--- src/rtl/ccr_controller_pkg.sv ---
// Shared definitions for the condition-code register controller:
// ALU op codes, jump encodings and CCR bit positions.
package ccr_controller_pkg;

  // ALU control codes (same encoding as the ALU controlSignal)
  localparam logic [3:0] OP_NOP  = 4'd0;
  localparam logic [3:0] OP_NOT  = 4'd1;
  localparam logic [3:0] OP_INC  = 4'd2;
  localparam logic [3:0] OP_DEC  = 4'd3;
  localparam logic [3:0] OP_MOV  = 4'd4;
  localparam logic [3:0] OP_ADD  = 4'd5;
  localparam logic [3:0] OP_SUB  = 4'd6;
  localparam logic [3:0] OP_AND  = 4'd7;
  localparam logic [3:0] OP_OR   = 4'd8;
  localparam logic [3:0] OP_SHL  = 4'd9;
  localparam logic [3:0] OP_SHR  = 4'd10;
  localparam logic [3:0] OP_SETC = 4'd11;
  localparam logic [3:0] OP_CLRC = 4'd12;

  // Conditional jump kinds
  typedef enum logic [1:0] {
    JMP_NONE = 2'd0,
    JMP_JZ   = 2'd1,
    JMP_JN   = 2'd2,
    JMP_JC   = 2'd3
  } jmp_e;

  // CCR layout {C,N,Z}
  localparam int C_BIT = 2;
  localparam int N_BIT = 1;
  localparam int Z_BIT = 0;

  // True for ops whose raw ALU flags overwrite all three CCR bits
  function automatic logic updates_all_flags(input logic [3:0] op);
    case (op)
      OP_NOT, OP_INC, OP_DEC, OP_ADD, OP_SUB,
      OP_AND, OP_OR, OP_SHL, OP_SHR: return 1'b1;
      default:                       return 1'b0;
    endcase
  endfunction

endpackage

--- src/rtl/ccr_lifo.sv ---
// Small LIFO that saves CCR snapshots across nested interrupts.
// Overflowing pushes and underflowing pops are ignored here; the
// controller turns them into sticky error flags.
module ccr_lifo #(
  parameter int DEPTH = 4
) (
  input  logic       clk,
  input  logic       rst_n,
  input  logic       push,
  input  logic       pop,
  input  logic [2:0] din,
  output logic [2:0] dout,
  output logic       full,
  output logic       empty
);

  localparam int SPW = $clog2(DEPTH + 1);
  localparam int IW  = (DEPTH > 1) ? $clog2(DEPTH) : 1;

  logic [SPW-1:0] sp_reg;
  logic [2:0]     entry [DEPTH];
  logic [IW-1:0]  rd_idx;

  assign full   = (sp_reg == SPW'(DEPTH));
  assign empty  = (sp_reg == '0);
  // Top of stack; meaningless while empty, the controller never uses it then
  assign rd_idx = IW'(sp_reg - SPW'(1));
  assign dout   = entry[rd_idx];

  // Stack pointer: grows on accepted push, shrinks on accepted pop
  always_ff @(posedge clk or negedge rst_n) begin
    if (!rst_n) begin
      sp_reg <= '0;
    end else if (push && !full) begin
      sp_reg <= sp_reg + SPW'(1);
    end else if (pop && !empty) begin
      sp_reg <= sp_reg - SPW'(1);
    end
  end

  // One 3-bit slot per nesting level; contents need no reset
  for (genvar gi = 0; gi < DEPTH; gi++) begin : g_slot
    logic [2:0] slot_reg;

    // Capture din into the slot the stack pointer currently addresses
    always_ff @(posedge clk) begin
      if (push && !full && (sp_reg == SPW'(gi))) begin
        slot_reg <= din;
      end
    end

    assign entry[gi] = slot_reg;
  end

endmodule

--- src/rtl/ccr_controller.sv ---
// Condition-code register controller for the execute stage: flag
// masking per ALU op, SETC/CLRC, conditional jump evaluation with
// flag clear on taken jumps, and CCR save/restore for interrupts.
module ccr_controller
  import ccr_controller_pkg::*;
#(
  parameter int DEPTH = 4
) (
  input  logic       clk,
  input  logic       rst_n,
  input  logic       en,
  input  logic       flush,
  input  logic       valid_ex,
  input  logic [3:0] alu_op,
  input  logic       alu_c,
  input  logic       alu_z,
  input  logic       alu_n,
  input  logic [1:0] jmp_type,
  input  logic       int_save,
  input  logic       int_restore,
  output logic [2:0] ccr,
  output logic       carry_in,
  output logic       take_branch,
  output logic       stack_ovf,
  output logic       stack_unf,
  output logic       proto_err
);

  logic       act;
  logic [2:0] ccr_reg;
  logic [2:0] masked;
  logic [2:0] ccr_next;
  logic       do_restore;
  logic       do_save;
  logic       push;
  logic       pop;
  logic [2:0] lifo_dout;
  logic       lifo_full;
  logic       lifo_empty;
  logic       ovf_reg;
  logic       unf_reg;
  logic       proto_reg;

  assign act        = en & valid_ex & ~flush;
  // Restore outranks save; a simultaneous save is dropped
  assign do_restore = en & int_restore;
  assign do_save    = en & int_save & ~int_restore;
  assign push       = do_save & ~lifo_full;
  assign pop        = do_restore & ~lifo_empty;

  // Apply the per-op flag mask to the raw ALU flags
  always_comb begin
    masked = ccr_reg;
    if (act) begin
      if (updates_all_flags(alu_op)) begin
        masked[C_BIT] = alu_c;
        masked[N_BIT] = alu_n;
        masked[Z_BIT] = alu_z;
      end else if (alu_op == OP_SETC) begin
        masked[C_BIT] = 1'b1;
      end else if (alu_op == OP_CLRC) begin
        masked[C_BIT] = 1'b0;
      end
    end
  end

  // Jump decision straight from the registered flags
  always_comb begin
    take_branch = act & (((jmp_type == JMP_JZ) & ccr_reg[Z_BIT]) |
                         ((jmp_type == JMP_JN) & ccr_reg[N_BIT]) |
                         ((jmp_type == JMP_JC) & ccr_reg[C_BIT]));
  end

  // A taken jump clears its tested flag, overriding any ALU update
  always_comb begin
    ccr_next = masked;
    if (take_branch) begin
      case (jmp_type)
        JMP_JZ:  ccr_next[Z_BIT] = 1'b0;
        JMP_JN:  ccr_next[N_BIT] = 1'b0;
        JMP_JC:  ccr_next[C_BIT] = 1'b0;
        default: ccr_next = masked;
      endcase
    end
  end

  ccr_lifo #(
    .DEPTH (DEPTH)
  ) u_lifo (
    .clk   (clk),
    .rst_n (rst_n),
    .push  (push),
    .pop   (pop),
    .din   (ccr_next),
    .dout  (lifo_dout),
    .full  (lifo_full),
    .empty (lifo_empty)
  );

  // CCR register: a successful pop replaces this cycle's update
  always_ff @(posedge clk or negedge rst_n) begin
    if (!rst_n) begin
      ccr_reg <= 3'b000;
    end else if (en) begin
      ccr_reg <= pop ? lifo_dout : ccr_next;
    end
  end

  // Sticky protocol and stack errors, cleared only by reset
  always_ff @(posedge clk or negedge rst_n) begin
    if (!rst_n) begin
      ovf_reg   <= 1'b0;
      unf_reg   <= 1'b0;
      proto_reg <= 1'b0;
    end else begin
      if (do_save && lifo_full)                  ovf_reg   <= 1'b1;
      if (do_restore && lifo_empty)              unf_reg   <= 1'b1;
      if (en && int_save && int_restore)         proto_reg <= 1'b1;
    end
  end

  assign ccr       = ccr_reg;
  assign carry_in  = ccr_reg[C_BIT];
  assign stack_ovf = ovf_reg;
  assign stack_unf = unf_reg;
  assign proto_err = proto_reg;

endmodule

--- config.mk ---
export PLATFORM = sky130hd
export DESIGN_NAME = ccr_controller
export DESIGN_NICKNAME = d
export VERILOG_FILES = /design/src/rtl/ccr_controller_pkg.sv /design/src/rtl/ccr_lifo.sv /design/src/rtl/ccr_controller.sv
export SDC_FILE = /design/constraint.sdc
export NUM_CORES = 1
export LEC_CHECK = 0
export BUFFER_PORTS_ARGS = -buffer_cell sky130_fd_sc_hd__buf_2
export CORE_MARGIN = 1.5
export CORE_UTILIZATION = 53
export DETAILED_ROUTE_END_ITERATION = 12
export PLACE_DENSITY = 0.83
export SYNTH_ARGS = -nofsm -noshare
export SYNTH_HDL_FRONTEND = slang
export SYNTH_SLANG_ARGS = --single-unit
--- constraint.sdc ---
create_clock -name clk -period 2.3 [get_ports clk]
set_input_delay 0.115 -clock clk [delete_from_list [all_inputs] [get_ports clk]]
set_output_delay 0.115 -clock clk [all_outputs]
set_load 0.01 [all_outputs]
==> flow_summary.toml <==
[worst_setup_path]
critPathArrivalTime_ps = 2040
critPathCaptureType = "flop"
cp.required_ps = 2510
critPathLaunchType = "flop"
worstSetupStartpoint = "u_lifo.sp_reg[0]"
worstSetupPathType = "flop to flop"
r2r_start = "u_lifo.sp_reg[0]"
worstPathMaxFanout = 7

[global_route]
grt_pass1_vias = 800
grt_max_degree = 14
grt-ovfl-total = 0
grt_pass1_wl_mm = 3.55
track_usage_pct = 19.9
antenna_found_initial = 0

[finish]
instances_no_fill = 143
utilization_pct = 65.8
syn_to_final_growth_pct = 15.2
final_area_um2 = 1320
final_common_cell = "buf_2"
largest_reg_flops = 12
fillers = 155
finalNetCount = 139
n_antenna_cell = 0
drive_above_1_share_pct = 34.5
layout_common_cells = "23 x buf_2, 12 x edfxtp_1, 10 x nor2_1, 9 x dfrtp_1, 7 x nand2_1"

[floorplanning]
fp.dieH_um = 49.4
start_util_pct = 57.1
die_area_um2 = 2440
boundaryPins = 24
die_w_um = 49.4
core-area_um2 = 2000
placementRows = 16

[sta]
finalHoldViolations = 0
slew_headroom_pct = 66.7
fin_setup_tns_ps = 0
timing.fmax_ghz = 0.549
finalCritPeriodShare_pct = 79.2
rsz0062_at_grt = "false"
whs_ps = 61.3
slew_viol_final = 0
tightestPinTransition_ps = 498
skew_ps = 1.69
setup_viol = 0
fin_crit_ps = 1820

[drt]
wl_mm = 2.02
drt_iter0_drc = 9
num_vias = 783
drc = 0
drt-met1-wl_um = 929
firstDrtPassIters = 4
viasPerCell = 5.48
detail-route-antenna-nets = 0
wire_per_inst_um = 14.1
highest_layer = "met4"
wl_met3_um = 126
wl_met2_um = 938

[pwr]
power.leakage_nw = 0.553
pwr_density_cell_nw_per_um2 = 1010
irDropWorstVdd_uv = 720

[logic_synthesis]
synthesis.nets = 112
synth-seq-cells = 21
ys_warn_count = 0
synth_seq_area_share_pct = 51.3
netlist_area_um2 = 1140
avgSynthCellArea_um2 = 12.7
synth_cell_types = 35
netlist_instances = 90

[clock_tree]
path_clk_slew_ps = 120
cts-root-buf = "clkbuf_4"
post_cts_buffers = 0
cts_hold_buf = 1
cts_made_buffers = 3
cts_resized = 0
clk_path_buf_depth = 2
cts.htree.levels = 1
tritoncts = "done"
insertion_delay_ps = 310
cts.sinks = 21

[status]
status = "finished clean"

[flow_run]
drv_cap = 0

[placement]
gp_congestion = 0.815
portBuffers = 23
hpwlAfterDp_mm = 1.54
placedCellCount = 138
placed_cell_area_um2 = 1280

[hold_path]
holdCritStartpoint = "int_save"
holdCritPathClass = "input pin to flop"
==> cells in the mapped netlist <==
master,count,area (um^2)
nand4_1,1,6.26
nand3b_2,1,11.3
nand3b_1,1,7.51
and3_1,1,6.26
ha_1,6,75.1
nand4b_1,1,8.76
o221ai_2,1,15.0
nor2_1,10,37.5
nand2b_1,1,6.26
edfxtp_1,12,360
nor3b_1,2,15.0
o21bai_1,1,7.51
o31ai_2,2,25.0
nand2_1,7,26.3
nor3_1,1,5.00
o31ai_1,2,15.0
a31o_1,1,8.76
xnor2_1,2,17.5
dfrtp_1,9,225
and3b_1,1,8.76
a21oi_1,4,20.0
inv_1,4,15.0
nand2b_4,1,13.8
a22o_1,1,8.76
mux4_2,3,67.6
and3b_4,1,12.5
buf_4,2,15.0
a41oi_2,1,16.3
a21o_1,2,15.0
nand3_1,2,10.0
nor3_2,1,10.0
mux2i_1,2,20.0
a31o_2,1,8.76
mux2_2,1,11.3
a41o_1,1,10.0
==> critical path: stages, from the launching register on <==
cell,delay (ps)
dfrtp_1,510
inv_1,150
ha_1,260
nand2b_1,160
and3_1,330
nand2_1,90
a31o_1,220
==> area by class of cell <==
type                       count  area [um^2]  share of cell area [%]
clock buffer                   3         22.5                    1.71
clock inverter                 1         7.51                   0.570
inverter                       4         15.0                    1.14
multi-input combinational     63          527                    40.0
sequential                    21          586                    44.5
tap                           27         33.8                    2.57
timing repair buffer          24          125                    9.51
==> worst paths after layout <==
kind / to / slack (ps) / cells past startpoint
max in group asynchronous: proto_err / 1950 / 2
worst min-delay path: proto_err / 60 / 2
worst max register to register: u_lifo.sp_reg[1] / 480 / 6
min in group asynchronous: ccr[2] / 170 / 2
worst min register to register: stack_unf / 480 / 1
worst max-delay path: u_lifo.sp_reg[1] / 480 / 6
==> report_power, final <==
group          switching (mW)  leakage, nW  internal, mW
Combinational           0.280        0.329         0.269
Clock                   0.119       0.0139        0.0663
Sequential             0.0839        0.210         0.506
==> cell families after synthesis <==
logic type,Yosys count,synth area share (%)
flops,21,51.3
fa+ha+maj,6,6.57
simple gates,32,16.2
buf+inv,6,2.63
xor+xnor,2,1.53
mux,6,8.65
compound gates,17,13.1
==> routing by layer <==
layer / GRT usage [%] / up-vias
met4: 9.72 / 0
met5: 0 / -
li1: - / 392
met1: 26.4 / 361
met2: 31.3 / 28
met3: 3.99 / 2
==> metrics by stage <==
stage                     setup slack (ps)  power [mW]
after floorplan                        711       0.995
after global placement                 612        1.12
after detailed placement               518        1.14
after global routing                   356        1.43
after CTS                              491        1.33
final                                  478        1.33
No activity file was read; power rests on OpenSTA's default activity.
